**config.mk**
```make
export PLATFORM = sky130hd
export DESIGN_NAME = nco_pipe
export DESIGN_NICKNAME = d
export VERILOG_FILES = /design/src/rtl/nco_pipe.sv
export SDC_FILE = /design/constraint.sdc
export NUM_CORES = 2
export LEC_CHECK = 0
export CORE_UTILIZATION = 40
export CTS_CLUSTER_DIAMETER = 40
export DETAILED_ROUTE_END_ITERATION = 8
export HOLD_SLACK_MARGIN = 0.05
export PLACE_DENSITY_LB_ADDON = 0.15
export SLEW_MARGIN = 20
export SYNTH_ARGS = -nofsm -noshare
export SYNTH_HDL_FRONTEND = slang
export SYNTH_SLANG_ARGS = --single-unit
```
**constraint.sdc**
```tcl
create_clock -name clk -period 34 [get_ports clk]
set_clock_uncertainty 0.1 [all_clocks]
set_input_delay 8.5 -clock clk [delete_from_list [all_inputs] [get_ports clk]]
set_output_delay 8.5 -clock clk [all_outputs]
set_load 0.05 [all_outputs]
```
**src/rtl/nco_pipe.sv**
```systemverilog
// nco_pipe: phase accumulator + phase offset + quadrant-folded CORDIC NCO.
// Latency ITER+2 from En to Vld; Dout holds while Vld=0.
// Ports: clk, rst (async, active high), En (advance/valid), FCW (freq word),
// PhOff (phase offset), selXY (1=cos,0=sin), selSign (1=2's comp,0=offset),
// Vld (sample valid), Dout (sample).
// Option macro NCO_PIPE_DITHER_EN: LFSR dither ahead of phase truncation.
module nco_pipe #(
  parameter int FCW_W = 20,
  parameter int PH_W  = 16,
  parameter int OUT_W = 12,
  parameter int ITER  = 12
) (
  input  logic             clk,
  input  logic             rst,
  input  logic             En,
  input  logic [FCW_W-1:0] FCW,
  input  logic [PH_W-1:0]  PhOff,
  input  logic             selXY,
  input  logic             selSign,
  output logic             Vld,
  output logic [OUT_W-1:0] Dout
);

  localparam int IW  = OUT_W + 2;
  localparam int LAT = ITER + 2;

  // CORDIC start value pre-scaled by 1/K so the output peaks at full scale
  localparam longint X0L =
    (64'sd607253 * ((64'sd1 <<< (OUT_W - 1)) - 64'sd1)
     + 64'sd500000) / 64'sd1000000;
  localparam logic [IW-1:0] X0   = IW'(X0L);
  localparam logic [IW-1:0] MAXP =
    IW'((64'sd1 <<< (OUT_W - 1)) - 64'sd1);
  localparam logic [IW-1:0] MAXN =
    IW'(64'sd1 - (64'sd1 <<< (OUT_W - 1)));

  // atan(2^-i) with 2^32 = full turn
  function automatic logic [31:0] atan32(input int i);
    case (i)
      0:       return 32'h20000000;
      1:       return 32'h12E4051E;
      2:       return 32'h09FB385B;
      3:       return 32'h051111D4;
      4:       return 32'h028B0D43;
      5:       return 32'h0145D7E1;
      6:       return 32'h00A2F61E;
      7:       return 32'h00517C55;
      8:       return 32'h0028BE53;
      9:       return 32'h00145F2F;
      10:      return 32'h000A2F98;
      11:      return 32'h000517CC;
      12:      return 32'h00028BE6;
      13:      return 32'h000145F3;
      14:      return 32'h0000A2FA;
      15:      return 32'h0000517D;
      default: return 32'(64'd683565276 >> i);
    endcase
  endfunction

  // same angle rounded to the PH_W phase scale
  function automatic logic [PH_W-1:0] atan_ph(input int i);
    logic [63:0] t;
    t = 64'(atan32(i));
    t = (t + (64'd1 << (31 - PH_W))) >> (32 - PH_W);
    return PH_W'(t);
  endfunction

  // rounded arithmetic shift keeps the truncation error zero-mean
  function automatic logic [IW-1:0] shr(
    input logic [IW-1:0] v,
    input int            s
  );
    logic signed [IW-1:0] r;
    r = $signed(v) + $signed(IW'((1 << s) >> 1));
    return r >>> s;
  endfunction

  function automatic logic [OUT_W-1:0] sat(input logic [IW-1:0] v);
    if ($signed(v) > $signed(MAXP))
      return OUT_W'(MAXP);
    else if ($signed(v) < $signed(MAXN))
      return OUT_W'(MAXN);
    else
      return OUT_W'(v);
  endfunction

  logic [FCW_W-1:0]          acc;
  logic [FCW_W-1:0]          acc_d;
  logic [PH_W-1:0]           ph;
  logic [ITER:0][IW-1:0]     xr;
  logic [ITER:0][IW-1:0]     yr;
  logic [ITER-1:0][PH_W-1:0] zr;
  logic [ITER:0][1:0]        qr;
  logic [ITER:0]             sxr;
  logic [ITER:0]             ssr;
  logic [LAT-1:0]            vp;
  logic [IW-1:0]             c;
  logic [IW-1:0]             s;
  logic [IW-1:0]             pick;
  logic [OUT_W-1:0]          res;

  always_ff @(posedge clk or posedge rst) begin
    if (rst)
      acc <= '0;
    else if (En)
      acc <= acc + FCW;
  end

`ifdef NCO_PIPE_DITHER_EN
  localparam int DW = FCW_W - PH_W;
  localparam logic [FCW_W-1:0] DMASK =
    FCW_W'((64'd1 << DW) - 64'd1);

  logic [15:0] lfsr;

  always_ff @(posedge clk or posedge rst) begin
    if (rst)
      lfsr <= 16'hACE1;
    else if (En)
      lfsr <= {lfsr[14:0],
               lfsr[15] ^ lfsr[13] ^ lfsr[12] ^ lfsr[10]};
  end

  assign acc_d = acc + (FCW_W'(lfsr) & DMASK);
`else
  assign acc_d = acc;
`endif

  assign ph = PH_W'(acc_d >> (FCW_W - PH_W)) + PhOff;

  // index 0 is the phase stage, k+1 is CORDIC stage k
  always_ff @(posedge clk or posedge rst) begin
    if (rst) begin
      xr  <= '0;
      yr  <= '0;
      zr  <= '0;
      qr  <= '0;
      sxr <= '0;
      ssr <= '0;
    end else begin
      xr[0]  <= X0;
      yr[0]  <= '0;
      zr[0]  <= {2'b00, ph[PH_W-3:0]};
      qr[0]  <= ph[PH_W-1 -: 2];
      sxr[0] <= selXY;
      ssr[0] <= selSign;
      for (int k = 0; k < ITER; k++) begin
        if (zr[k][PH_W-1]) begin
          xr[k+1] <= xr[k] + shr(yr[k], k);
          yr[k+1] <= yr[k] - shr(xr[k], k);
        end else begin
          xr[k+1] <= xr[k] - shr(yr[k], k);
          yr[k+1] <= yr[k] + shr(xr[k], k);
        end
        qr[k+1]  <= qr[k];
        sxr[k+1] <= sxr[k];
        ssr[k+1] <= ssr[k];
      end
      for (int k = 0; k < ITER - 1; k++) begin
        zr[k+1] <= zr[k][PH_W-1] ? zr[k] + atan_ph(k)
                                 : zr[k] - atan_ph(k);
      end
    end
  end

  // quadrant restore, saturate, select, format
  always_comb begin
    c = xr[ITER];
    s = yr[ITER];
    case (qr[ITER])
      2'd1: begin
        c = -yr[ITER];
        s = xr[ITER];
      end
      2'd2: begin
        c = -xr[ITER];
        s = -yr[ITER];
      end
      2'd3: begin
        c = yr[ITER];
        s = -xr[ITER];
      end
      default: ;
    endcase
    pick = sxr[ITER] ? c : s;
    res  = sat(pick);
    if (!ssr[ITER])
      res[OUT_W-1] = ~res[OUT_W-1];
  end

  always_ff @(posedge clk or posedge rst) begin
    if (rst) begin
      vp   <= '0;
      Dout <= '0;
    end else begin
      vp <= {vp[LAT-2:0], En};
      if (vp[LAT-2])
        Dout <= res;
    end
  end

  assign Vld = vp[LAT-1];

endmodule
```
==> impl_metrics.ini <==
[global_routing]
use_met2_pct = 29.2
globalRouteMet3Util_pct = 3.20
grt_pass1_vias = 27922
grt_use_total_pct = 18.7
use_met1_pct = 26.7
grt_max_degree = 128
antenna_found_initial = 6
grt_overflow = 0
grt-busiest-layer = met2
grt_pass1_wl_um = 148000

[synthesis]
synth_cell_types = 96
syn_inst = 3976
syn-cell-area_um2 = 38500
ys_ff_latch = 555
ys_warn_count = 0
synth_nets = 4527
seq_area_frac_synth_pct = 36.1
synth_async_sr_flop_share_pct = 100
ys_dominant_reg_cell = dfrtp_1
syn_area_per_cell_um2 = 9.68
synth_edf_count = 0

[setup_path]
path_class = input port to flip-flop
start_kind = input port
critPathArrivalTime_ns = 11.77
crit_fanout = 4
worstPathRequired_ns = 34.50
end_kind = flip-flop

[placement]
io_buffers = 53
routabilityCongestion = 0.859
dpl.hpwl_um = 68500

[cells_and_area]
drive_above_1_share_pct = 7.01
diodes = 0
synthToLayoutAreaGrowth_pct = 14.4
nFillCells = 9116
layout_common_cells = dfrtp_1, ha_1, xnor2_1, a21oi_1, nor2_1
layout_commonest_cell = dfrtp_1
layout.nets = 4631

[sta]
final.setup.tns_ns = 0
rsz0062_at_grt = false
finalCritPeriodShare_pct = 33.2
drv_slew = 0
fmaxAchievable_mhz = 88.7
slew_headroom_pct = 36.2
final_hold_viol_count = 0
min_period_ns = 11.27
tightest_slew_ns = 0.947
finalSetupViolCount = 0

[die]
die_area_um2 = 97500
core-area_um2 = 95200
rows = 113
die_w_um = 312
ioPinCount = 54
die_y_um = 312
start_util_pct = 40.4

[drt]
vias = 28289
postRouteAntennaNets = 0
wirelength_um = 89000
drcViolationCount = 0
dr.pass1.iters = 5
drt_iter0_drc = 1604
wl_per_cell_um = 16.4
routed_via_density = 5.21

[clock_tree]
cts-root-buf = clkbuf_16
cts_resized = 0
clock_sinks = 555
cts_buffer_depth = 3
insertion_delay_ns = 0.68
cts.reportedPaths.clkPinSlew_ns = 0.05
post-cts-setup-buffers = 0
cts.htree.levels = 3
ctsHoldBuffers = 0
tritoncts = built
cts_made_buffers = 100

[worst_hold_path]
hold_class = flip-flop to flip-flop

[run_status]
status = completed

[run]
maxCapViolCount = 0
==> cells in the mapped netlist (all sizes together), types with 15 or more instances <==
cell	number	area share, %
a211o	19	0.43
a211oi	26	0.52
a21boi	21	0.42
a21o	89	1.7
a21oi	299	3.9
a31oi	54	0.88
and2	26	0.42
and3	71	1.2
clkbuf	56	0.65
dfrtp	555	36
fa	29	1.5
ha	481	16
inv	220	2.1
mux2	17	0.50
mux2i	24	0.62
nand2	223	2.2
nand3	157	2.0
nand4	33	0.54
nor2	296	2.9
nor2b	61	0.99
nor3	91	1.2
nor4	19	0.47
o2111ai	15	0.34
o21a	31	0.60
o21ai	146	1.9
o21bai	45	0.88
o31ai	20	0.39
o41ai	22	0.50
or2	27	0.44
or3	32	0.55
xnor2	401	9.1
xor2	188	4.3
==> layer usage <==
| layer | vias to the layer above | wire length (µm) |
|---|---|---|
| li1 | 14390 | - |
| met1 | 13306 | 43800 |
| met2 | 473 | 39100 |
| met3 | 120 | 4260 |
| met4 | 0 | 1860 |
| met5 | - | 0 |
==> critical path, cell delays in order <==
cell and delay, ns:
clkdlybuf4s50_1 0.46, ha_1 0.18, inv_1 0.06, fa_1 0.41, nor2b_1 0.12, o21ai_0 0.10
a21boi_0 0.35, o31a_1 0.26, o211ai_1 0.16, a41oi_1 0.28, a21oi_1 0.15, or4b_2 0.64
nand4_1 0.11
==> sequential cells by signal (all words and copies together) (netlist names) <==
signal / cells
vp: 14
zr: 171
Dout: 12
yr: 140
xr: 146
acc: 20
qr: 26
ssr: 13
sxr: 13
==> area by class of cell <==
| cell class | instances | area [µm²] | area share [%] |
|---|---|---|---|
| repair buffers | 72 | 681 | 1.55 |
| clock buffers | 109 | 2600 | 5.89 |
| flip-flops and latches | 555 | 13900 | 31.5 |
| inverters | 223 | 845 | 1.92 |
| multi-input cells | 3128 | 23400 | 53.2 |
| clock inverters | 79 | 1020 | 2.31 |
| well taps | 1265 | 1580 | 3.59 |
==> kinds of logic (layout without fill, tap and decap cells) <==
kind of cell | count (synthesis) | count (layout) | share of synthesized area (%)
multiplexers | 47 | 47 | 1.48
AND/OR/NAND/NOR | 1092 | 1092 | 14.0
buffers and inverters | 293 | 483 | 3.02
XOR/XNOR | 589 | 589 | 13.4
flip-flops | 555 | 555 | 36.1
other | 1 | 1 | 0.00974
AO/OA/AOI/OAI | 889 | 889 | 14.8
adder cells (fa/ha/maj) | 510 | 510 | 17.1
==> stage by stage <==
stage          setup WS [ns]  cells  cell area (µm²)  hold slack, ns  utilization [%]
2_1_floorplan           9.88   3976            38500           0.231                -
3_3_place_gp           22.10   5243            40400           0.231             42.5
3_5_place_dp           22.08   5243            40400           0.236             42.5
4_1_cts                22.78   5431            44000           0.217             46.3
5_1_grt                22.47   5431            44000           0.222             46.3
6_report               22.73   5431            44000           0.210             46.3
==> path summary, 6_finish.rpt <==
kind / from / endpoint / slack, ns / cells past startpoint
min in group asynchronous: rst / xr[28] / 8.29 / 2
max in group asynchronous: rst / zr[170] / 23.26 / 4
min: vp[10] / vp[11] / 0.21 / 0
max reg2reg: yr[74] / xr[97] / 29.86 / 15
min reg2reg: vp[10] / vp[11] / 0.21 / 0
max: FCW[0] / acc[18] / 22.73 / 13
Power is not shown: default switching activity piles up to over one toggle a cycle in this logic, so the estimate is an artifact.
